`src/rtl/i_fetch_buf_pkg.sv`:
```
// i_fetch_buf_pkg: default widths, branch opcode and fetch FSM state type shared by the fetch unit
package i_fetch_buf_pkg;
  localparam int DEF_XLEN = 32;
  localparam int DEF_ILEN = 32;
  localparam int DEF_QDEPTH = 4;
  localparam int DEF_VLEN = 128;
  localparam int DEF_SB_POS_W = 4;
  localparam int DEF_REG_W = 5;
  localparam int DEF_ALU_ENTRY_SIZE = 8;
  localparam logic [6:0] BRANCH_OP = 7'b1100011;
  typedef enum logic [1:0] {IDLE, WAIT_MEM, STALL, DRAIN} fetch_state_e;
endpackage

```
`src/rtl/i_fetch_buf_inst_queue.sv`:
```
// inst_queue: synchronous FIFO holding fetched {inst, pc} entries
//   clk, rst_n      : clock, async active-low reset (clears pointers and storage)
//   push/din        : enqueue din
//   pop             : dequeue head (ignored when empty)
//   clear           : empty the queue
//   head            : entry at the read pointer
//   full/empty/count: occupancy status
module inst_queue #(
  parameter int W = 64,
  parameter int DEPTH = 4
) (
  input  logic                       clk,
  input  logic                       rst_n,
  input  logic                       push,
  input  logic                       pop,
  input  logic                       clear,
  input  logic [W-1:0]               din,
  output logic [W-1:0]               head,
  output logic                       full,
  output logic                       empty,
  output logic [$clog2(DEPTH):0]     count
);
  localparam int AW = $clog2(DEPTH);
  logic [W-1:0] mem [DEPTH];
  logic [AW:0] wr, rd;
  logic do_push, do_pop;
  assign empty = wr == rd;
  assign full = (wr[AW] != rd[AW]) && (wr[AW-1:0] == rd[AW-1:0]);
  assign count = wr - rd;
  assign do_pop = pop && !empty;
  // a pop frees the slot the same-cycle push lands in
  assign do_push = push && (!full || do_pop);
  assign head = mem[rd[AW-1:0]];
  always_ff @(posedge clk or negedge rst_n)
    if (!rst_n) begin
      wr <= '0;
      rd <= '0;
      for (int i = 0; i < DEPTH; i++) mem[i] <= '0;
    end else if (clear) begin
      wr <= '0;
      rd <= '0;
    end else begin
      if (do_push) mem[wr[AW-1:0]] <= din;
      wr <= wr + {{AW{1'b0}}, do_push};
      rd <= rd + {{AW{1'b0}}, do_pop};
    end
endmodule

```
`src/rtl/i_fetch_buf.sv`:
```
// i_fetch_buf: sequential instruction fetch into a decoupling queue for decode
//   clk, rst_n             : clock, async active-low reset
//   wb_*                   : writeback bus; resolves a stalled conditional branch
//   flush, flush_pc        : discard queued/in-flight fetches and redirect
//   id_ready/id_valid/id_* : decode handshake on the queue head
//   mc_valid/mc_addr       : one-cycle memory request pulse and its address
//   mc_done/mc_inst        : memory response
//   fetch_stalled          : waiting for branch resolution
module i_fetch_buf
  import i_fetch_buf_pkg::*;
#(
  parameter int XLEN = DEF_XLEN,
  parameter int ILEN = DEF_ILEN,
  parameter int QDEPTH = DEF_QDEPTH,
  parameter int VLEN = DEF_VLEN,
  parameter int SB_POS_W = DEF_SB_POS_W,
  parameter int REG_W = DEF_REG_W,
  parameter int ALU_ENTRY_SIZE = DEF_ALU_ENTRY_SIZE,
  parameter logic [XLEN-1:0] RESET_PC = '0
) (
  input  logic                clk,
  input  logic                rst_n,
  input  logic                wb_valid,
  input  logic [SB_POS_W-1:0] wb_pos,
  input  logic [REG_W-1:0]    wb_rd,
  input  logic [VLEN-1:0]     wb_value,
  input  logic                flush,
  input  logic [XLEN-1:0]     flush_pc,
  input  logic                id_ready,
  output logic                id_valid,
  output logic [ILEN-1:0]     id_inst,
  output logic [XLEN-1:0]     id_pc,
  output logic                mc_valid,
  output logic [XLEN-1:0]     mc_addr,
  input  logic                mc_done,
  input  logic [ILEN-1:0]     mc_inst,
  output logic                fetch_stalled
);
  localparam int CW = $clog2(QDEPTH) + 1;
  fetch_state_e state, state_n;
  logic [XLEN-1:0] pc, pc_n;
  logic mc_valid_n, push, pop, q_full, q_empty, resolve;
  logic [CW-1:0] q_count;
  logic unused;
  assign unused = ^{wb_value[VLEN-1:XLEN], q_full};
  assign id_valid = !q_empty;
  assign pop = id_valid && id_ready;
  assign mc_addr = pc;
  assign fetch_stalled = state == STALL;
  assign resolve = wb_valid && wb_rd == '0 && int'(wb_pos) < ALU_ENTRY_SIZE;
  inst_queue #(.W(ILEN + XLEN), .DEPTH(QDEPTH)) u_queue (
    .clk(clk),
    .rst_n(rst_n),
    .push(push),
    .pop(pop),
    .clear(flush),
    .din({mc_inst, pc}),
    .head({id_inst, id_pc}),
    .full(q_full),
    .empty(q_empty),
    .count(q_count)
  );
  always_ff @(posedge clk or negedge rst_n)
    if (!rst_n) begin
      state <= IDLE;
      pc <= RESET_PC;
      mc_valid <= 1'b0;
    end else begin
      state <= state_n;
      pc <= pc_n;
      mc_valid <= mc_valid_n;
    end
  always_comb begin
    state_n = state;
    pc_n = pc;
    mc_valid_n = 1'b0;
    push = 1'b0;
    if (flush) begin
      pc_n = flush_pc;
      // a request still in flight must be drained before fetching again
      state_n = ((state == WAIT_MEM || state == DRAIN) && !mc_done) ? DRAIN : IDLE;
    end else begin
      case (state)
        IDLE: begin
          // only one request in flight, so a free slot now is still free at response time
          mc_valid_n = q_count < CW'(QDEPTH);
          state_n = mc_valid_n ? WAIT_MEM : IDLE;
        end
        WAIT_MEM: if (mc_done) begin
          push = 1'b1;
          pc_n = pc + XLEN'(4);
          state_n = mc_inst[6:0] == BRANCH_OP ? STALL : IDLE;
        end
        STALL: if (resolve) begin
          // pc already points past the branch; offset is relative to that
          pc_n = pc + wb_value[XLEN-1:0];
          state_n = IDLE;
        end
        DRAIN: state_n = mc_done ? IDLE : DRAIN;
        default: state_n = IDLE;
      endcase
    end
  end
endmodule
```
`config.mk`:
```
export PLATFORM = sky130hd
export DESIGN_NAME = i_fetch_buf
export DESIGN_NICKNAME = d
export VERILOG_FILES = /design/src/rtl/i_fetch_buf_pkg.sv /design/src/rtl/i_fetch_buf_inst_queue.sv /design/src/rtl/i_fetch_buf.sv
export SDC_FILE = /design/constraint.sdc
export NUM_CORES = 1
export LEC_CHECK = 0
export CORE_ASPECT_RATIO = 0.8
export CORE_MARGIN = 1.5
export CORE_UTILIZATION = 40
export CTS_CLUSTER_SIZE = 12
export DETAILED_ROUTE_END_ITERATION = 7
export PLACE_DENSITY = 0.71
export SLEW_MARGIN = 20
export SYNTH_ARGS = -nofsm -noshare
export SYNTH_HDL_FRONTEND = slang
export SYNTH_HIERARCHICAL = 1
export SYNTH_SLANG_ARGS = --single-unit
```
`constraint.sdc`:
```
create_clock -name clk -period 5.9 [get_ports clk]
set_input_delay 1.18 -clock clk [delete_from_list [all_inputs] [get_ports clk]]
set_output_delay 1.18 -clock clk [all_outputs]
set_load 0.02 [all_outputs]
```
# After elaboration in Yosys (flattened, before gate mapping)
# Cells that the tools add are included.
# Widths: inputs -> output; s select.
# word_totals
register_bits	297
word_cells	75
inputBits	207
# classes
mux	25
n_reduce_logical	19
n_eq_ne	9
bitwise	3
magnitude_cmp	5
addsub	5
# op_table
cell	n
$bwmux 256	1
$mux 64	3
$bmux 64 s2	1
$demux 64 s2	1
$mux 32	3
$pmux 32 s2	1
$add 32x3->32 const B	1
$add 32x32->32	1
$mux 2	6
$logic_and 1x1->1	8
$pmux 2 s4	1
$eq 7x7->1 const B	1
$add 3x1->3	2
$ge 3x3->1 const B	2
$mux 1	6
$mux 3	2
$not 2->3	2
$logic_not 5->1	1
$eq 2x2->1 const B	2
$lt 4x4->1 const B	1
$reduce_and 2->1	2
$eq 3x3->1	1
$logic_not 1->1	3
$lt 3x1->1 const B	1
other kinds (12)	13

# Depth between registers and ports, before layout
# logic_depth
ltp_word	8
depth_mapped	13
mapped_depth_nobuf	13

# By module
# The synthesis kept the hierarchy.
# modules_own_cells
mod	area_each_um2	instances	seq_area_each_um2	cells_per_inst
inst_queue	11473.5	1	6556.3	658
i_fetch_buf	4020.1	1	875.8	538

# Worst setup path after synthesis
# OpenSTA, ideal clock, no wires.
# synth_timing
path_type	in2reg
startpoint	input wb_value[0]
endpoint	register pc[30] (netlist: mc_addr[30])
arrival_ns	3.466
path_buffers	0
stages	13
required_ns	5.831
setup_slack_ns	2.365
path_cell_list	ha_1 -> inv_1 -> fa_1 -> and2b_1 -> o211ai_1 -> a21boi_1 -> o211ai_1 -> a21oi_1 -> a21oi_1 -> o21ai_1 -> o21ai_1 -> or4_1 -> nand3_1
# synth_via
elab_chain_len	4
# synth_rtl
item	line	rtl
start: declaration	i_fetch_buf.sv:26	input logic [VLEN-1:0] wb_value,
$add 32x32->32	i_fetch_buf.sv:96	pc_n = pc + wb_value[XLEN-1:0];
$mux 32	i_fetch_buf.sv:94	STALL: if (resolve) begin
$pmux 32 s2	i_fetch_buf.sv:83	case (state)
$mux 32	i_fetch_buf.sv:78	if (flush) begin
end signal: assignment	i_fetch_buf.sv:70	pc <= pc_n;
end: declaration	i_fetch_buf.sv:41	logic [XLEN-1:0] pc, pc_n;
# No other way between the ends. The select of a mux whose other input is x is not followed.
# A chain may end at the register's enable or synchronous reset.

# Final worst setup path
# layout_timing
startpoint	register u_queue.rd[0]
endpoint	output id_pc[28]
# layout_via
elab_chain_len	4
# layout_rtl
item	line	rtl
start: declaration	i_fetch_buf_inst_queue.sv:25	logic [AW:0] wr, rd;
start signal: assignment	i_fetch_buf_inst_queue.sv:45	rd <= rd + {{AW{1'b0}}, do_pop};
$not 2->3 (implied by the code)	i_fetch_buf_inst_queue.sv:33	assign head = mem[rd[AW-1:0]];
$bmux 64 s2	i_fetch_buf_inst_queue.sv:33	
$mux 64 (implied by the code) (2 in series)	i_fetch_buf_inst_queue.sv:33	
end: declaration	i_fetch_buf.sv:32	output logic [XLEN-1:0] id_pc,
# No other way between the ends. The select of a mux whose other input is x is not followed.

==> key figures <==
Status
  – Status: completed

Global route
  – Vias in the first global route: 10,800
  – GRT overflow: 0
  – All-Layer GR Usage: 19.9%
  – Antenna violations before repair: 2
  – Pin count of the biggest net entering global routing: between 100 and 150
  – First-pass GRT wire length: about 62,000 µm

Drt
  – Via Count: 10,600
  – # DRC: 0
  – Pre-antenna DRT Iters: 7
  – Antenna-violating nets left: 0
  – Routed wire length: 39,500 µm
  – Avg WL per Cell: around 21 µm
  – Starting DRC count in detailed routing: 753
  – Via/cell ratio: around 5.6

Setup path
  – CP Cell Sequence: buf_4 -> mux4_2 -> clkdlybuf4s50_1
  – Sum of buffers and inverters on the critical path: 2
  – CP Depth: 3
  – Cell family with most CP delay: buffers and inverters
  – Worst Setup Path Type: register to output port
  – Critical Path Sink Type: output port
  – Reg2reg path depth: 7
  – Maximum fanout along the worst path: 36
  – Delay of the slowest cell on the worst path: 0.95 ns
  – Crit. Startpoint: u_queue/rd[0]
  – Crit-path slowest cell: dfrtp_4
  – Reg-to-Reg Start: u_queue/rd[0]
  – CP Data Required Time: between 4 and 5 ns
  – Crit path launch type: register
  – WP data arrival: 3.26 ns

Clock network
  – TritonCTS Sinks: 297
  – Clock-pin slew on the worst setup and hold paths: 0.06 ns
  – Root Driver: clkbuf_16
  – Post-CTS Hold Buffers: 0
  – Num CTS Buffers: 31
  – Clock latency on the worst-skew pair: 0.58 ns
  – Clock buffer depth: 3
  – Post_cts resized: 0
  – Setup bufs post-CTS: 0
  – H-tree depth: 1
  – CTS tree: built

Synth
  – Ys Warns: 6
  – Net count after synthesis: 1,439
  – Cells after Synth: 1,192
  – Mapped Avg Cell Area: 13.0 µm²
  – Mapped Area: 15,500 µm²

Cells and area
  – Fillers: about 3,400
  – Area Overhead vs Synth: 22.6%
  – Multi-input gate area: 7610 µm²
  – Fin util: 49.7%
  – Post-Layout Cell Count: around 1,900
  – FF+latch area: 7440 µm²
  – Share of cells above drive strength 1: 28.8%
  – Nets: 1,631

Floorplan
  – # IOs: 306
  – Initial Util: 40.5%
  – Std-Cell Rows: 64
  – Die area: around 40,000 µm²
  – Core area: 38,200 µm²
  – Die H: 179 µm
  – Die W: around 220 µm

Timing
  – Final setup vio count: 0
  – Worst-Margin Slew: 1.01 ns
  – Post-route setup TNS: 0 ns
  – Max-slew headroom: between 30% and 40%
  – Setup Skew: about 0.024 ns
  – FMAX: 225 MHz
  – Final period util: between 70% and 80%
  – Fin worst setup slack: 1.46 ns
  – Slew Viols, Final: 0
  – Final Hold Vio Count: 0
  – Fin crit period: approximately 4.4 ns
  – Setup repair after global routing missed its margin: false

Hold path
  – Hold path cells: 1
  – Class of the worst hold path: register to register
  – Hold path start: state[1]

Power and ir drop
  – Cell area power density: 372 nW/µm²
  – Leakage power: 8.43 nW
  – VDD IR max: 0.216 mV
  – Final Power: roughly 0.0071 W

Placed design
  – Gpl congestion: roughly 0.9
  – Placed Cells: 1,846
  – Port buffer count: 206
  – Dpl ws: 1.28 ns
  – Final HPWL DP: 27,200 µm

Flow run
  – Max-cap violations: 0
## registers in the layout, summed over array words and instances, names as in the netlist
name and count:
mc_valid 1, u_queue/wr 3, state 2, u_queue/rd 3
mc_addr 32, u_queue/mem 256
## layout by cell type (no fill, tap or decap), types with 16 or more instances in the layout
master / count
dfrtp_1: 295
mux2_2: 256
clkdlybuf4s50_1: 204
mux4_2: 64
a21oi_1: 57
nand2_1: 54
nor2_1: 49
o21ai_0: 44
ha_1: 38
clkbuf_16: 31
nand3_1: 24
xnor2_1: 24
xor2_1: 19
a21o_1: 18
inv_1: 16
## layer usage
layer | part of all wire, % | up-vias | global-route usage (%)
met1 | 47 | 5378 | 28.4
met4 | 2.3 | 2 | 4.96
li1 | - | 4831 | -
met2 | 45 | 285 | 30.9
met3 | 6.3 | 56 | 4.34
met5 | 0.033 | - | 0
## final timing paths
path | slack [ns] | to
max in group asynchronous | 4.05 | u_queue/mem[214]
min in group asynchronous | 0.60 | u_queue/mem[9]
setup reg to reg | 2.10 | u_queue/mem[21]
hold / removal | 0.47 | mc_valid
setup / recovery | 1.46 | id_pc[28]
hold reg to reg | 0.47 | mc_valid
## worst register-to-register path, stage by stage, from the launching register on
cell and delay (ns):
dfrtp_4 0.95, ha_1 0.39, and3_1 0.18, nor2b_1 0.14
nand3b_1 0.38, o21a_4 0.87, buf_4 0.40, mux2_2 0.37
## layout make-up
type	instances	share of cell area [%]
Inverter	17	0.336
Timing Repair Buffer	225	11.9
Clock buffer	43	4.48
Multi-Input combinational cell	812	40.1
Sequential cell	297	39.2
Antenna cell	1	0.0132
Clock inverter	7	0.745
Tap cell	495	3.26
## per-stage QoR
| stage | instance area (µm²) | hold slack [ns] |
|---|---|---|
| after floorplan | 15500 | 0.445 |
| after CTS | 19000 | 0.470 |
| after detailed placement | 18000 | 0.480 |
| final | 19000 | 0.465 |
| after global placement | 18000 | 0.469 |
| after global routing | 19000 | 0.498 |
## report_power, final
| part | internal (W) | leakage (nW) | total, W | switching, W |
|---|---|---|---|---|
| combinational | 0.00126 | 4.00 | 0.00240 | 0.00114 |
| clock | 0.00117 | 0.479 | 0.00196 | 0.000792 |
| sequential | 0.00239 | 3.95 | 0.00271 | 0.000317 |
No activity file was read; power rests on OpenSTA's default activity.
